$ cat src/rtl/mac_stage_pipe.sv
// Signed multiply-add pipeline stage y = x*a + c for the Horner polynomial evaluator.
// Three enable-gated register stages with optional scaling shift, rounding, saturation and overflow flags.
module mac_stage_pipe #(
    parameter int DW    = 15,
    parameter int AW    = 18,
    parameter int CW    = 21,
    parameter int OW    = 16,
    parameter int SHIFT = 0,
    parameter int ROUND = 0,
    parameter int SAT   = 0,
    parameter int TW    = 8
) (
    input  logic                 clk,
    input  logic                 rst,
    input  logic                 en,
    input  logic                 in_valid,
    input  logic signed [DW-1:0] x_in,
    input  logic signed [AW-1:0] a_in,
    input  logic signed [CW-1:0] c_in,
    input  logic [TW-1:0]        tag_in,
    input  logic                 ovf_clr,
    output logic signed [OW-1:0] y_out,
    output logic                 y_valid,
    output logic [TW-1:0]        y_tag,
    output logic                 y_ovf,
    output logic                 ovf_sticky
);

    localparam int PW  = DW + AW;
    localparam int QW  = PW + 1;
    localparam int GW  = QW + 1;
    localparam int RSH = (SHIFT > 0) ? SHIFT - 1 : 0;

    localparam logic signed [GW-1:0] RND_ONE = GW'(1);
    localparam logic signed [GW-1:0] RND     = (ROUND != 0 && SHIFT > 0) ? (RND_ONE <<< RSH) : '0;
    localparam logic signed [GW-1:0] R_MAX   = {{(GW-OW+1){1'b0}}, {(OW-1){1'b1}}};
    localparam logic signed [GW-1:0] R_MIN   = {{(GW-OW+1){1'b1}}, {(OW-1){1'b0}}};
    localparam logic signed [OW-1:0] Y_MAX   = R_MAX[OW-1:0];
    localparam logic signed [OW-1:0] Y_MIN   = R_MIN[OW-1:0];

    logic signed [DW-1:0] x_s1_reg;
    logic signed [AW-1:0] a_s1_reg;
    logic signed [CW-1:0] c_s1_reg;
    logic [TW-1:0]        tag_s1_reg;
    logic                 vld_s1_reg;

    logic signed [PW-1:0] p_s2_reg;
    logic signed [QW-1:0] c_s2_reg;
    logic [TW-1:0]        tag_s2_reg;
    logic                 vld_s2_reg;

    logic signed [OW-1:0] y_reg;
    logic [TW-1:0]        tag_s3_reg;
    logic                 vld_s3_reg;
    logic                 ovf_s3_reg;
    logic                 sticky_reg;

    logic signed [PW-1:0] p_next;
    logic signed [QW-1:0] c_next;
    logic signed [QW-1:0] q_sum;
    logic signed [GW-1:0] g_sum;
    logic signed [GW-1:0] r_val;
    logic                 ovf_next;
    logic signed [OW-1:0] y_next;

    // The extra guard bit in g_sum absorbs any carry from the rounding constant.
    always_comb begin
        p_next   = PW'(x_s1_reg) * PW'(a_s1_reg);
        c_next   = QW'(c_s1_reg);
        q_sum    = QW'(p_s2_reg) + c_s2_reg;
        g_sum    = GW'(q_sum) + RND;
        r_val    = g_sum >>> SHIFT;
        ovf_next = (r_val > R_MAX) || (r_val < R_MIN);
        y_next   = r_val[OW-1:0];
        if (SAT != 0 && ovf_next) begin
            y_next = r_val[GW-1] ? Y_MIN : Y_MAX;
        end
    end

    always_ff @(posedge clk or negedge rst) begin
        if (!rst) begin
            x_s1_reg   <= '0;
            a_s1_reg   <= '0;
            c_s1_reg   <= '0;
            tag_s1_reg <= '0;
            vld_s1_reg <= 1'b0;
            p_s2_reg   <= '0;
            c_s2_reg   <= '0;
            tag_s2_reg <= '0;
            vld_s2_reg <= 1'b0;
            y_reg      <= '0;
            tag_s3_reg <= '0;
            vld_s3_reg <= 1'b0;
            ovf_s3_reg <= 1'b0;
        end else if (en) begin
            x_s1_reg   <= x_in;
            a_s1_reg   <= a_in;
            c_s1_reg   <= c_in;
            tag_s1_reg <= tag_in;
            vld_s1_reg <= in_valid;
            p_s2_reg   <= p_next;
            c_s2_reg   <= c_next;
            tag_s2_reg <= tag_s1_reg;
            vld_s2_reg <= vld_s1_reg;
            y_reg      <= y_next;
            tag_s3_reg <= tag_s2_reg;
            vld_s3_reg <= vld_s2_reg;
            ovf_s3_reg <= ovf_next && vld_s2_reg;
        end
    end

    // Setting takes priority over a simultaneous clear; clearing ignores en.
    always_ff @(posedge clk or negedge rst) begin
        if (!rst) begin
            sticky_reg <= 1'b0;
        end else if (en && vld_s2_reg && ovf_next) begin
            sticky_reg <= 1'b1;
        end else if (ovf_clr) begin
            sticky_reg <= 1'b0;
        end
    end

    assign y_out      = y_reg;
    assign y_valid    = vld_s3_reg;
    assign y_tag      = tag_s3_reg;
    assign y_ovf      = ovf_s3_reg;
    assign ovf_sticky = sticky_reg;

endmodule
$ cat config.mk
export PLATFORM = sky130hd
export DESIGN_NAME = mac_stage_pipe
export DESIGN_NICKNAME = d
export VERILOG_FILES = /design/src/rtl/mac_stage_pipe.sv
export SDC_FILE = /design/constraint.sdc
export NUM_CORES = 1
export LEC_CHECK = 0
export CAP_MARGIN = 20
export CORE_MARGIN = 2
export CORE_UTILIZATION = 60
export CTS_CLUSTER_DIAMETER = 120
export DETAILED_ROUTE_END_ITERATION = 6
export GPL_ROUTABILITY_DRIVEN = 0
export GPL_TIMING_DRIVEN = 0
export PLACE_DENSITY = 0.8
export SETUP_SLACK_MARGIN = 0.02
export SKIP_LAST_GASP = 1
export SYNTH_ARGS = -nofsm -noshare
export SYNTH_HDL_FRONTEND = slang
export SYNTH_SLANG_ARGS = --single-unit
export TNS_END_PERCENT = 1
$ cat constraint.sdc
create_clock -name clk -period 19.9 [get_ports clk]
set_input_delay 4.975 -clock clk [delete_from_list [all_inputs] [get_ports clk]]
set_output_delay 4.975 -clock clk [all_outputs]
set_load 0.05 [all_outputs]
**Yosys cells after proc, flatten, opt, wreduce, memory -nomap -nowiden**

Index checks and enable logic that the tools add are counted.

- Flip-flop bits (word level): 153
- Input bits: 67
- Output and inout port bits: 27
- Logic and storage cells: 25

- $add $sub $neg: 1
- Multiply operators: 1
- Magnitude comparators: 2
- Muxes and demuxes: 2
- Reductions and logical operators: 5

Operators by type and width:

| kind | count |
|---|---|
| adder 33 x 21 -> 34 bit | 1 |
| greater-than comparator 34 x 16 -> 1 bit, second input constant | 1 |
| < comparator 34 x 16 -> 1 bit, second input constant | 1 |
| multiplier 15 x 18 -> 33 bit | 1 |
| logical AND 1 bit | 3 |
| 2-to-1 mux 1 bit | 2 |
| nonzero test 2 bit | 1 |
| logical OR 1 bit | 1 |

**Logic depth before layout (Yosys ltp)**

Gate-level depths: netlist of the first run.

- Depth after elaboration: 5
- Mapped depth: 25
- Depth with buffers taken out: 24

**Least setup slack after synthesis of the first run**

Ideal clock, no wire load.

- Kind: register to register
- From: register x_s1_reg[6]
- To: register p_s2_reg[31]
- Setup time: 90 ps
- Arrival: 6214 ps
- Data required time: 19810 ps
- Slack: 13596 ps
- Cell stages (with the launch flop): 25
- Buffers on the path: 2
- Period minus slack after synthesis: 6304 ps
- Cell sequence: dfrtp_1 clkbuf_1 clkbuf_1 nand2_1 fa_1 inv_1 fa_1 inv_1 fa_1 inv_1 fa_1 fa_1 inv_1 fa_1 inv_1 ha_1 o21a_1 nor2_1 or3_1 o21ai_1 nand3_1 a31oi_1 o31ai_1 mux2_1 o2111ai_1

- Cells in the longest elaborated chain, start to end: 1

RTL lines:

| item | line | RTL |
|---|---|---|
| start, declared | 41 | `logic signed [DW-1:0] x_s1_reg;` |
| start signal, assigned | 96 | `x_s1_reg <= x_in;` |
| multiplier 15 x 18 -> 33 bit | 68 | `p_next = PW'(x_s1_reg) * PW'(a_s1_reg);` |
| end signal, assigned | 101 | `p_s2_reg <= p_next;` |
| end, declared | 47 | `logic signed [PW-1:0] p_s2_reg;` |

No other way between the ends.
A chain may end at the register's enable or synchronous reset.

**Worst setup path after layout of the first run**

Ends and elaborated chain as after synthesis.

==> run summary, run 1 <==
Setup CP Type - register to register
CP Launch Type - register
Post-CTS sizing - 0
GRT met2 Usage - 51.6%
Distinct cells, synth - 74
Antenna-violating nets left - 0
DR DRC count - 0
Synth async-reset ratio - 100%
Final slew viol count - 0
TritonCTS Sinks - 153
Clock slew seen by the registers of the worst setup and hold paths - 0.07 ns
Initial antenna violation count - 0
Syn_nets - 2213
Area Growth Syn to Fin - 11.6%
Final #Nets - 2325
Top post-synthesis cells by count - inv_1, fa_1, nand2_1
First-pass GRT wire length - 72400 um
Syn. warnings - 0
Clk_skew - 0.0138 ns
Main synth FF type - dfrtp_1
Setup repair bufs after CTS - 0
FMAX - 130 MHz
Area contributors post-synth - fa_1, dfrtp_1, ha_1
Total gr overflow - 0
Hold Fails Final Rpt - 0
Die area - 30700 um^2
Vias in the first global route - 14300
Antenna Cells - 0
Core area - 28800 um^2
Maxcap violations - 0
Met1 Track Usage GR - 39.1%
Global Route Usage Sum - 30.5%
Outcome - completed
Max reg flops - 33
CP Capture Type - register
Std-Cell Rows - 62
Worst-Margin Slew - 0.984 ns
TritonRoute pass-1 iters - 6
Yosys reg bits - 153
TritonCTS Buffers - 17
TNS Setup - 0 ns
H-Tree Level Count - 4
Largest net degree at the start of global routing - 92
Hold-fix buffers, CTS - 0
Dpl hpwl - 34300 um
Vias per cell - 5.75
Synth Cell Area - 17600 um^2
Routed vias - 13100
Clock Path Buffers - 2
RSZ-0062 raised after global routing - no
Gr busiest metal - met2
WL/cell - 19.1 um
Crit path DAT - 8.02 ns
I/O pins - 94
Yosys top cell by area - fa_1
Final setup viols - 0
HP Class - register to register
Routing usage on met3 - 4.42%
CTS tree - yes
Worst skew pair latency - 0.45 ns
Die Height - 175 um
Worst rel slew slack - 34.4%
Root Driver - clkbuf_16
Share of cells above drive strength 1 - 10.1%
Final period utilization - 38.5%
Port Buffer Count - 92
Drt total wl - 43300 um
Most frequent cell after synthesis - inv_1
Die W - 175 um
Post-synth EDFFs - 0
Post-Syn Area per Cell - 9.99 um^2
Initial DRC count - 1039
Max Fanout on Critical Path - 10
Required @ worst endpoint - 20.25 ns
Cells after synthesis - 1763
Sequential area share after synthesis - 21.7%
Starting Density - 61.2%
Synth top area share - 29.8%
Final min period - 7.67 ns
==> stage by stage <==
| stage | instances | hold WS (ns) | util (%) | cell area [um^2] | setup WS [ns] |
|---|---|---|---|---|---|
| floorplan | 1763 | 0.449 | - | 17600 | 13.60 |
| global placement | 2239 | 0.472 | 66.1 | 19000 | 7.70 |
| detailed placement | 2240 | 0.484 | 66.2 | 19000 | 12.41 |
| CTS | 2272 | 0.495 | 68.3 | 19700 | 12.40 |
| global route | 2272 | 0.520 | 68.3 | 19700 | 11.99 |
| finish | 2272 | 0.487 | 68.3 | 19700 | 12.23 |
==> worst max-delay path: stages (launching register included) <==
cell and delay, ns:
dfrtp_1 0.33, clkbuf_1 0.62, clkbuf_1 0.49, nand2_1 0.17, fa_1 0.56, inv_1 0.05, fa_1 0.50, inv_1 0.05
fa_1 0.52, inv_1 0.05, fa_1 0.50, fa_1 0.54, inv_1 0.05, fa_1 0.60, inv_1 0.06, ha_1 0.34
o21a_1 0.14, nor2_1 0.06, or3_1 0.37, o21ai_1 0.45, nand3_1 0.21, a31oi_1 0.34, o31ai_1 0.12, mux2_1 0.32
o2111ai_1 0.10
==> final timing paths <==
kind                            slack (ns)        start            to  cells after the start
worst max-delay path                 12.23  x_s1_reg[6]  p_s2_reg[31]                     24
worst min-delay path                  0.49  c_s1_reg[1]   c_s2_reg[1]                      2
worst max register to register       12.23  x_s1_reg[6]  p_s2_reg[31]                     24
worst min register to register        0.49  c_s1_reg[1]   c_s2_reg[1]                      2
max in group asynchronous            14.51          rst   x_s1_reg[6]                      2
min in group asynchronous             4.52          rst     y_out[12]                      1
==> final cells by class <==
type,count,area (um^2)
fillers,2171,9120
clock buffers,17,425
repair buffers,93,950
plain buffers,70,307
flip-flops and latches,153,3830
clock inverters,15,195
inverters,340,1280
well taps,384,480
multi-input cells,1200,12200
==> cells in the final DEF, fill, tap and decap left out, types with 17 or more instances in the layout <==
cell type,n
inv_1,340
fa_1,262
nand2_1,175
dfrtp_1,153
mux2_2,129
and2_1,124
ha_1,121
clkdlybuf4s50_1,91
clkbuf_1,62
a21oi_1,62
nor2_1,51
xnor2_1,48
o21ai_0,31
a21o_1,22
clkbuf_16,17
==> layer usage <==
layer / routed length (um) / part of all wire, %
met5: 0 / 0
met3: 3250 / 7.5
met4: 2230 / 5.1
met1: 16800 / 39
met2: 21000 / 49
==> cell families after synthesis <==
group / Yosys count / share of synthesized area (%)
AOI/OAI and AO/OA: 195 / 7.08
xor gates and xnor gates: 60 / 2.98
adders and majority gates: 383 / 38.4
buffers and inverters: 410 / 8.99
DFF: 153 / 21.7
muxes: 132 / 8.45
and+or+nand+nor: 430 / 12.4
Power of run 1 is left out: the tool's default activity adds up to more than one toggle a clock period on the data nets, which glitch-free logic cannot reach.
==> run 2, diff against run 1 <==
Settings changed: CORE_UTILIZATION 60 to 57, PLACE_DENSITY 0.8 to 0.79.
Clock period 19.9 ns to 6.4 ns, I/O delays scaled along.
==> run 2 against run 1 <==
First-iteration DRC count fell by 7.9%. Critical path type unchanged. Hold slack improved by 0.010 ns. Critical path depth fell by 1. Largest cell class unchanged. Design area rose by 4.8%. Global-route usage shrank 2.0 points.
==> run summary, run 2 (synthesized netlist as in run 1, its figures left out) <==
Clk_skew - 0.0131 ns (-0.000733 ns)
Required @ worst endpoint - 6.72 ns (-13.53 ns)
Worst rel slew slack - 41.5% (+7.1 points)
Commonest non-fill, non-tap cell in the layout - inv_1
Hold Slack - 0.498 ns (+0.0102 ns)
Outcome - completed
Total gr overflow - 0 (unchanged)
TritonCTS Buffers - 17 (unchanged)
Crit path DAT - 6.58 ns (-1.44 ns)
Initial DRC count - 957 (-7.9%)
Root Driver - clkbuf_16
TNS Setup - 0 ns (unchanged)
Antenna-violating nets left - 0 (unchanged)
Global Route Usage Sum - 28.5% (-2.0 points)
Place WS - -1.02 ns (-13.42 ns)
Worst-Margin Slew - 0.877 ns (-0.107 ns)
Routed vias - 13300 (+1.5%)
Core area - 30500 um^2 (+6.0%)
Vias in the first global route - 14000 (-1.6%)
Worst skew pair latency - 0.44 ns (about the same)
DR DRC count - 0 (unchanged)
Starting Density - 57.7% (-3.5 points)
Max reg flops - 33 (unchanged)
Fillers - 2210 (+1.8%)
Port Buffer Count - 92 (unchanged)
Final min period - 6.26 ns (-1.41 ns)
Std-Cell Rows - 64 (+3.2%)
H-Tree Level Count - 4 (unchanged)
Reg2Reg Launch Point - x_s1_reg[0]
Area Growth Syn to Fin - 17.0%
Drt total wl - 45100 um (+4.1%)
Final slew viol count - 0 (unchanged)
Vias per cell - 5.68 (-1.3%)
Worst hold stages - 2 (unchanged)
CP Launch Type - register
Clock Path Buffers - 2 (unchanged)
Placed cells - 2252 (+0.54%)
Worst-case reg-to-reg path depth - 23 (-4.2%)
Hold Fails Final Rpt - 0 (unchanged)
TritonRoute pass-1 iters - 5 (-1)
Max Fanout on Critical Path - 7 (-3)
TritonCTS Sinks - 153 (unchanged)
Setup ws final - 0.145 ns (-12.09 ns)
Final #Nets - 2375 (+2.2%)
RSZ-0062 raised after global routing - yes
Commonest non-fill, non-tap cells in the layout - inv_1, fa_1, nand2_1, mux2_2, dfrtp_1
CTS tree - yes
WHS Endpoint - p_s2_reg[29]
Post-Layout Cell Count - 2335 (+2.8%)
End of the worst register-to-register path - p_s2_reg[25]
Hold-fix buffers, CTS - 0 (unchanged)
Dpl hpwl - 34300 um (about the same)
Critical-path top delay cell - fa_1
First-pass GRT wire length - 72100 um (-0.32%)
Maxcap violations - 0 (unchanged)
Crit-path cells - buf_8 -> nand2_1 -> inv_1 -> fa_1 -> inv_1 -> fa_1 -> inv_1 -> fa_1 -> fa_1 -> fa_1 -> inv_1 -> fa_1 -> inv_1 -> ha_4 -> and2_1 -> nand2_1 -> or3_4 -> o21ai_4 -> a211oi_2 -> o31ai_1 -> a21oi_1 -> xnor2_1 -> mux2_2
FMAX - 160 MHz (+23%)
Die W - 180 um (+2.5%)
I/O pins - 94 (unchanged)
Die Height - 180 um (+2.5%)
Final setup viols - 0 (unchanged)
Initial antenna violation count - 1 (+1)
Share of cells above drive strength 1 - 18.4% (+8.3 points)
Slowest stage delay, CP - 0.54 ns (-0.08 ns)
Final period utilization - 97.7% (+59 points)
Clock slew seen by the registers of the worst setup and hold paths - 0.06 ns (about the same)
Most used cell, CP - fa_1
HP Class - register to register
Setup CP Type - register to register
WL/cell - 19.3 um (+1.3%)
Largest net degree at the start of global routing - 86 (-6.5%)
Min-delay src - p_s2_reg[29]
Die area - 32300 um^2 (+5.1%)
CP Capture Type - register
Setup slack, reg-to-reg - 0.14 ns (-12.09 ns)
==> run 2: critical path, delay by kind of cell, from the launching register on <==
kind | cells | cell delay, ns
AO/OA/AOI/OAI | 4 | 0.75
AND/OR/NAND/NOR | 4 | 0.66
buffers and inverters | 6 | 0.52
flip-flops | 1 | 0.51
XOR/XNOR | 1 | 0.14
multiplexers | 1 | 0.26
adder cells (fa/ha/maj) | 7 | 3.29
==> run 2: metal layers <==
layer  part of all wire (%)  track usage, %  wire (um)  vias to the layer above
met5                      0               0          0                        -
met4                    5.9            14.9       2670                        0
met3                    6.5            5.69       2930                      164
met2                     48            46.5      21700                      494
met1                     40            36.2      17800                     6700
li1                       -               -          -                     5894
==> run 2: cell type report <==
| type | count | area (um^2) | share of cell area (%) |
|---|---|---|---|
| clock buffers | 18 | 439 | 2.13 |
| well taps | 396 | 495 | 2.41 |
| inverters | 340 | 1280 | 6.21 |
| diodes | 1 | 2.50 | 0.0121 |
| multi-input cells | 1200 | 12500 | 60.6 |
| plain buffers | 61 | 443 | 2.15 |
| clock inverters | 14 | 138 | 0.668 |
| repair buffers | 152 | 1460 | 7.09 |
| flip-flops and latches | 153 | 3860 | 18.8 |
==> run 2: stage by stage <==
stage	util, %	cell area (um^2)
6_report	67.5	20600
5_1_grt	67.5	20600
4_1_cts	65.2	19900
3_5_place_dp	62.5	19100
3_3_place_gp	62.4	19000
2_1_floorplan	-	17600
==> run 2: worst max-delay path by stage <==
stage | from | end | cells after the start
floorplan | x_s1_reg[6] | p_s2_reg[31] | 24
global placement | rst | a_s1_reg[14] | 1
detailed placement | x_s1_reg[6] | p_s2_reg[31] | 24
CTS | a_s1_reg[7] | p_s2_reg[25] | 23
global route | x_s1_reg[0] | p_s2_reg[25] | 25
finish | x_s1_reg[0] | p_s2_reg[25] | 23
==> run 2: timing repair <==
action / 4_1_cts / 5_1_grt
setup buffers: 15 / 42
pin swaps: 3 / 43
cloned: 0 / 2
gates resized for setup: 85 / 110
endpoints found under the hold margin: 0 / 0
endpoints found under the setup margin: 18 / 16
Power of run 2 is left out for the same reason.
